===== src/rtl/rib_arb.sv =====
// Round-robin arbiter that lets four RIB masters share one slave port. Each
// transaction is tracked from grant to slave ack, and aborted by a timeout counter.
module rib_arb #(
  parameter int ADDR_W  = 32,
  parameter int DATA_W  = 32,
  parameter int TIMEOUT = 255
) (
  input  logic                clk,
  input  logic                rst,
  input  logic [3:0]          m_req,
  input  logic [3:0]          m_we,
  input  logic [4*ADDR_W-1:0] m_addr,
  input  logic [4*DATA_W-1:0] m_wdata,
  output logic [3:0]          m_gnt,
  output logic [3:0]          m_ack,
  output logic [3:0]          m_err,
  output logic [DATA_W-1:0]   m_rdata,
  output logic                s_req,
  output logic                s_we,
  output logic [ADDR_W-1:0]   s_addr,
  output logic [DATA_W-1:0]   s_wdata,
  input  logic [DATA_W-1:0]   s_rdata,
  input  logic                s_ack,
  output logic                rib_hold_flag
);

  typedef enum logic {IDLE = 1'b0, BUSY = 1'b1} state_e;

  localparam logic [7:0] TCNT_LAST = 8'(TIMEOUT - 1);

  state_e     state_q;
  logic [1:0] owner_q;
  logic [1:0] ptr_q;
  logic [7:0] tcnt_q;
  logic [3:0] gnt_q;

  logic [ADDR_W-1:0] addr_arr [4];
  logic [DATA_W-1:0] wdata_arr[4];
  logic [3:0]        rot_req;
  logic [1:0]        win_off;
  logic [1:0]        win_idx;
  logic              busy;
  logic              own_req;
  logic              ack_hit;
  logic              tmo_hit;
  logic [3:0]        owner_oh;

  // Unpack the per-master buses and rotate requests so index 0 is the
  // current highest-priority master.
  genvar gi;
  generate
    for (gi = 0; gi < 4; gi++) begin : g_mst
      assign addr_arr[gi]  = m_addr[gi*ADDR_W +: ADDR_W];
      assign wdata_arr[gi] = m_wdata[gi*DATA_W +: DATA_W];
      assign rot_req[gi]   = m_req[ptr_q + 2'(gi)];
    end
  endgenerate

  always_comb begin
    win_off = 2'd3;
    if (rot_req[0])      win_off = 2'd0;
    else if (rot_req[1]) win_off = 2'd1;
    else if (rot_req[2]) win_off = 2'd2;
  end

  assign win_idx  = ptr_q + win_off;
  assign busy     = (state_q == BUSY);
  assign own_req  = m_req[owner_q];
  assign owner_oh = 4'b0001 << owner_q;

  assign s_req   = busy & own_req;
  assign s_we    = busy & m_we[owner_q];
  assign s_addr  = busy ? addr_arr[owner_q]  : '0;
  assign s_wdata = busy ? wdata_arr[owner_q] : '0;

  // Ack has priority over a timeout landing in the same cycle.
  assign ack_hit = s_req & s_ack;
  assign tmo_hit = s_req & ~s_ack & (tcnt_q == TCNT_LAST);

  assign m_ack   = ack_hit ? owner_oh : 4'b0000;
  assign m_err   = tmo_hit ? owner_oh : 4'b0000;
  assign m_rdata = ack_hit ? s_rdata : '0;
  assign m_gnt   = gnt_q;

  assign rib_hold_flag = rst & m_req[0] & ~m_ack[0];

  always_ff @(posedge clk or negedge rst) begin
    if (!rst) begin
      state_q <= IDLE;
      owner_q <= 2'd0;
      ptr_q   <= 2'd0;
      tcnt_q  <= 8'd0;
      gnt_q   <= 4'b0000;
    end else begin
      case (state_q)
        IDLE: begin
          if (|m_req) begin
            owner_q <= win_idx;
            gnt_q   <= 4'b0001 << win_idx;
            tcnt_q  <= 8'd0;
            state_q <= BUSY;
          end
        end
        BUSY: begin
          if (ack_hit | tmo_hit | ~own_req) begin
            state_q <= IDLE;
            gnt_q   <= 4'b0000;
            ptr_q   <= owner_q + 2'd1;
          end else if (tcnt_q != 8'hFF) begin
            tcnt_q <= tcnt_q + 8'd1;
          end
        end
      endcase
    end
  end

endmodule


===== config.mk =====
export PLATFORM = sky130hd
export DESIGN_NAME = rib_arb
export DESIGN_NICKNAME = d
export VERILOG_FILES = /design/src/rtl/rib_arb.sv
export SDC_FILE = /design/constraint.sdc
export NUM_CORES = 1
export LEC_CHECK = 0
export ABC_AREA = 1
export CAP_MARGIN = 25
export CORE_AREA = 2 2 158 160
export CTS_BUF_LIST = sky130_fd_sc_hd__clkbuf_4 sky130_fd_sc_hd__clkbuf_8
export CTS_CLUSTER_SIZE = 40
export DETAILED_ROUTE_END_ITERATION = 10
export DIE_AREA = 0 0 160 162
export PLACE_DENSITY_LB_ADDON = 0.25
export RECOVER_POWER = 50
export SLEW_MARGIN = 20
export SYNTH_ARGS = -nofsm -noshare
export SYNTH_HDL_FRONTEND = slang
export SYNTH_SLANG_ARGS = --single-unit

===== constraint.sdc =====
create_clock -name clk -period 2.1 [get_ports clk]
set_input_delay 0.42 -clock clk [delete_from_list [all_inputs] [get_ports clk]]
set_output_delay 0.42 -clock clk [all_outputs]
set_load 0.1 [all_outputs]

**Word-level counts from Yosys, hierarchy flattened**

Cells that the tools add are included.
W data, S select, Z words.

- Add/subtract/negate cells: 5
- Order comparisons: 5
- Equal/unequal tests: 6
- Shift-type cells: 2
- Muxes and demuxes: 34
- Bitwise logic cells: 14
- Reductions and logical operators: 5

Operators with widths:

| kind | count |
|---|---|
| $mux W32 | 7 |
| $bmux W32 S2 | 2 |
| $mux W8 | 3 |
| $mux W4 | 4 |
| $pmux W8 S2 | 1 |
| $lt A2 B3 Y1 const B | 4 |
| $bmux W1 S2 | 5 |
| $add A8 B1 Y8 const B | 1 |
| $eq A8 B8 Y1 const B | 1 |
| $mux W1 | 8 |
| $ne A8 B8 Y1 const B | 1 |
| $pmux W4 S2 | 1 |
| $shl A1 B2 Y4 const A | 2 |
| $and A1 B1 Y1 | 7 |
| $reduce_and A2 Y1 | 3 |
| $add A2 B1 Y2 const B | 2 |
| $mux W2 | 2 |
| $ne A2 B1 Y1 const B | 2 |
| $ne A2 B2 Y1 const B | 2 |
| $not A1 Y1 | 4 |
| $reduce_or A4 Y1 | 1 |
| $ge A3 B3 Y1 const B | 1 |
| $not A2 Y3 | 1 |
| $reduce_and A3 Y1 | 1 |
| other kinds (4) | 5 |

- Register bits: 17
- Input bits: 299
- Output and inout port bits: 111
- Word-level logic and storage cells: 76

**Logic depth before layout (Yosys ltp)**

- Word-level depth: 10
- Mapped depth: 12
- Depth with buffers taken out: 11

**Worst setup path before layout**

Ideal clock, no wire load.

- Path type: reg-to-output
- Start point: register owner_q[0]
- End point: output m_err[0]
- Data arrival time: 3.174 ns
- Data required time: 1.680 ns
- Setup slack: -1.494 ns
- Cell stages (with the launch flop): 12
- Buffers on the path: 2
- Cell sequence: dfrtp_1 > buf_6 > inv_6 > buf_6 > nand2_1 > nand2_1 > nand2_1 > nand2_2 > nand2_2 > inv_1 > nand3_1 > nor2_1

- Longest elaborated chain between the ends: 6
- Elaborated cells between the ends (all ways): 7
- Those cells by class: 1 x shift; 3 x mux; 3 x bitwise

RTL lines:

| element | line | source |
|---|---|---|
| start: declaration | 32 | `logic [1:0] owner_q;` |
| start signal: assignment | 98 | `owner_q <= win_idx;` |
| $bmux W1 S2 | 68 | `assign own_req = m_req[owner_q];` |
| $mux W1 (implied by the code) | 68 |  |
| $and A1 B1 Y1 | 71 | `assign s_req = busy & own_req;` |
| via s_req | 18 | `output logic s_req,` |
| $and A1 B1 Y1 (2 in series) | 78 | `assign tmo_hit = s_req & ~s_ack & (tcnt_q == TCNT_LAST);` |
| $mux W4 | 81 | `assign m_err = tmo_hit ? owner_oh : 4'b0000;` |
| end: declaration | 16 | `output logic [3:0] m_err,` |

The timed path passes the listed nets, and every way through them passes these cells. The select of a mux whose other input is x is not followed.

**Worst setup path after layout**

- Start point: register owner_q[0]
- End point: output s_addr[4]

- Longest elaborated chain between the ends: 5

RTL lines:

| element | line | source |
|---|---|---|
| $not A2 Y3 (implied by the code) | 73 | `assign s_addr = busy ? addr_arr[owner_q] : '0;` |
| $bmux W32 S2 | 73 |  |
| $mux W32 (implied by the code) (2 in series) | 73 |  |
| $mux W32 | 73 |  |
| end: declaration | 20 | `output logic [ADDR_W-1:0] s_addr,` |

No other way between the ends. The select of a mux whose other input is x is not followed.

==> results.py <==
metrics = {
    "yosys": {
        "synth_top_family_by_area": "simple AND/OR/NAND/NOR gates",
        "synth_compound_area_frac": 0.256,
        "yosys.area_share.simple": 0.484,
        "synth.area.top_cells": "nor2_1 (27%), o21ai_0 (17%), dfrtp_1 (11%), nor2_4 (8.8%), a21oi_1 (8.6%)",
        "netlist_area_sq_um": 3950,
        "synth_top_area_share": 0.270,
        "ys_ff_latch": 17,
        "syn_avg_cell_area_sq_um": 5.17,
        "synth_xor_area_frac": 0.00222,
        "yosysSeqAreaShare": 0.108,
        "muxShareOfSynthArea": 0,
        "synth_nets": 1070,
        "netlist-cell-type-count": 26,
        "yosys_warnings": 0,
        "yosys.area.top_type": "nor2_1",
        "netlist_instances": 764,
        "synth_fa_ha_area_frac": 0.0222,
    },
    "placement": {
        "pre_cts_ws_ns": -0.294,
        "place_inst": 1484,
        "port_buffers": 409,
        "hpwlAfterDp_um": 19800,
        "globalplace.congestion": 0.836,
    },
    "timing": {
        "report.final.setup_viol": 107,
        "max_freq_mhz": 429,
        "finalMaxSlewViolations": 0,
        "post-route-worst-setup-slack_ns": -0.230,
        "fin_crit_ns": 2.33,
        "finalHoldViolCount": 0,
        "slew_headroom": 0.338,
        "period_share": 1.11,
        "skew_ns": 0.00479,
        "tightest_slew_ns": 0.992,
        "rsz0062_at_grt": "true",
        "holdWs_ns": 0.484,
    },
    "floorplanning": {
        "die_w_um": 160,
        "num_rows": 57,
        "core_area_sq_um": 24100,
        "initial_core_util": 0.164,
        "boundaryPins": 410,
        "die_area_sq_um": 25900,
        "dieHeight_um": 162,
    },
    "clocking": {
        "cts_made_buffers": 3,
        "clkLatencyLatePin_ns": 0.26,
        "htreeDepth": 1,
        "clk_path_buf_depth": 2,
        "clock_sinks": 17,
        "root_buffer": "clkbuf_8",
        "cts_tree": "yes",
        "clkSlewWorstSetupHoldPaths_ns": 0.07,
        "holdBufCountCts": 0,
    },
    "critical_path": {
        "r2r-end": "tcnt_q[7]$_DFFE_PN0P_",
        "startpoint": "owner_q[0]$_DFFE_PN0P_",
        "worst_setup_path_end_kind": "primary output",
        "cp-start-kind": "flip-flop",
        "crit_end": "s_addr[4]",
        "worstRegToRegCells": 7,
        "rrSetupSlack_ns": 0.32,
        "required_ns": 1.68,
        "cp.arrival_ns": 1.91,
        "crit_path_max_fanout": 32,
        "worstReg2RegStart": "tcnt_q[1]$_DFFE_PN0P_",
        "critPathKind": "reg -> out",
    },
    "status": {
        "violations": "negative setup slack",
        "status": "finished with violations",
    },
    "layout": {
        "post-route-util": 0.474,
        "multiInputGateArea_sq_um": 4110,
        "stdcell_count": 1512,
        "final_layout_size_suffix_gt1_frac": 0.313,
        "antenna_cells": 0,
        "regArea_sq_um": 430,
        "n_fill_cell": 2372,
        "nNetsFinal": 1495,
        "area_growth_pct": 189,
    },
    "hold_path": {
        "hold_class": "reg -> reg",
    },
    "global_routing": {
        "grt_pass1_wl_um": 37700,
        "antenna_found_initial": 0,
        "grt_max_degree": 45,
        "grt_util_all_layers": 0.184,
        "grt_pass1_vias": 6376,
        "overflow": 0,
    },
    "power_and_ir_drop": {
        "p_leak_nw": 4.42,
        "power_mw": 21.5,
        "irDropWorstVdd_mv": 1.16,
        "power.density_nw_per_um2": 1880,
    },
    "routing": {
        "finalWirelength_um": 26200,
        "route.detailed.drc": 0,
        "first_iter_violations": 359,
        "ant_nets": 0,
        "first_pass_iters": 4,
        "vias": 6581,
        "wl_per_cell_um": 17.4,
        "drt-vias-per-instance": 4.35,
    },
    "job": {
        "maxCapViolations": 0,
    },
}
==> flip-flops by register name, indices dropped and copies added (netlist names) <==
name / count
ptr_q: 2
tcnt_q: 8
m_gnt: 4
owner_q: 2
busy: 1
==> report_power, final <==
part           total [mW]  switching, mW  internal [mW]
Combinational        20.7           13.1           7.59
Sequential          0.588          0.155          0.432
Clock               0.273          0.124          0.148
Total                21.5           13.3           8.17
==> critical path: stages (launching register included) <==
cell and delay, ns:
dfrtp_4 0.53, inv_6 0.10, buf_12 0.21, buf_4 0.22
o21ai_0 0.17, a21oi_4 0.20, buf_12 0.19
==> repair_timing <==
action                                  4_1_cts  5_1_grt
pin swaps                                    25       10
setup buffers                                10        2
gates resized for setup                     140       38
endpoints found under the setup margin      107      107
gates cloned                                  9        5
==> kinds of logic after synthesis <==
kind of cell | Yosys count
buffers and inverters | 111
adders and majority gates | 7
DFF | 17
xor gates and xnor gates | 1
AOI/OAI and AO/OA | 201
and+or+nand+nor | 427
==> layout make-up <==
type / instances / area share
clock buffer: 4 / 0.00427
timing repair buffer: 474 / 0.541
sequential: 17 / 0.0377
tap: 324 / 0.0355
multi-input combinational: 636 / 0.360
inverter: 57 / 0.0212
==> cell usage after synthesis (all sizes together) <==
| cell | number |
|---|---|
| a21oi | 69 |
| nor2 | 315 |
| nand3 | 32 |
| or2 | 1 |
| dfrtp | 17 |
| nand2 | 72 |
| nor3b | 1 |
| inv | 57 |
| nand4 | 3 |
| and2 | 1 |
| ha | 7 |
| nor3 | 2 |
| xor2 | 1 |
| clkbuf | 30 |
| buf | 24 |
| o21ai | 131 |
| o21bai | 1 |
==> per-layer routing <==
metal | up-vias | part of all wire | wire length, um | GRT usage
met5 | - | 0 | 0 | 0
met4 | 0 | 0.017 | 436 | 0.0303
met3 | 25 | 0.059 | 1550 | 0.0373
met2 | 224 | 0.52 | 13600 | 0.342
met1 | 3032 | 0.41 | 10700 | 0.223
li1 | 3300 | - | - | -
==> placed cells by master, fill, tap and decap left out, types with 2 or more instances in the layout <==
master / count
clkinvlp_4: 3
nor2_2: 26
buf_16: 12
buf_12: 122
o21ai_1: 30
nand3_4: 3
nand3_1: 28
buf_4: 26
clkdlybuf4s50_1: 293
clkbuf_8: 3
inv_6: 2
nand2_1: 67
dfrtp_1: 15
a21oi_1: 3
buf_8: 3
nand4_1: 3
clkbuf_16: 5
nor3_1: 2
inv_1: 50
nor2_1: 243
o21ai_0: 65
nand2_4: 2
a21oi_4: 65
o21ai_2: 36
buf_6: 5
dlygate4sd2_1: 4
nor2_4: 46
clkbuf_2: 2
nand2_2: 3
ha_1: 7
==> per-stage QoR <==
stage	TNS [ns]	cell area (sq um)
global placement	-9.53	10600
detailed placement	-10.54	10600
CTS	-20.88	11200
global route	-28.25	11400
floorplan	-7.70	4810
finish	-18.98	11400
==> worst min-delay path by stage <==
stage                                 endpoint  cells past startpoint  slack [ns]            startpoint
after global placement    m_gnt[0]$_DFFE_PN0P_                      2        0.47  m_gnt[0]$_DFFE_PN0P_
after global routing      m_gnt[1]$_DFFE_PN0P_                      2        0.51  m_gnt[1]$_DFFE_PN0P_
after floorplan                 busy$_DFF_PN0_                      0        0.12                   rst
final                     m_gnt[1]$_DFFE_PN0P_                      2        0.48  m_gnt[1]$_DFFE_PN0P_
after detailed placement  m_gnt[1]$_DFFE_PN0P_                      2        0.47  m_gnt[1]$_DFFE_PN0P_
after CTS                 m_gnt[1]$_DFFE_PN0P_                      2        0.49  m_gnt[1]$_DFFE_PN0P_
(Power assumes the default switching activity.)
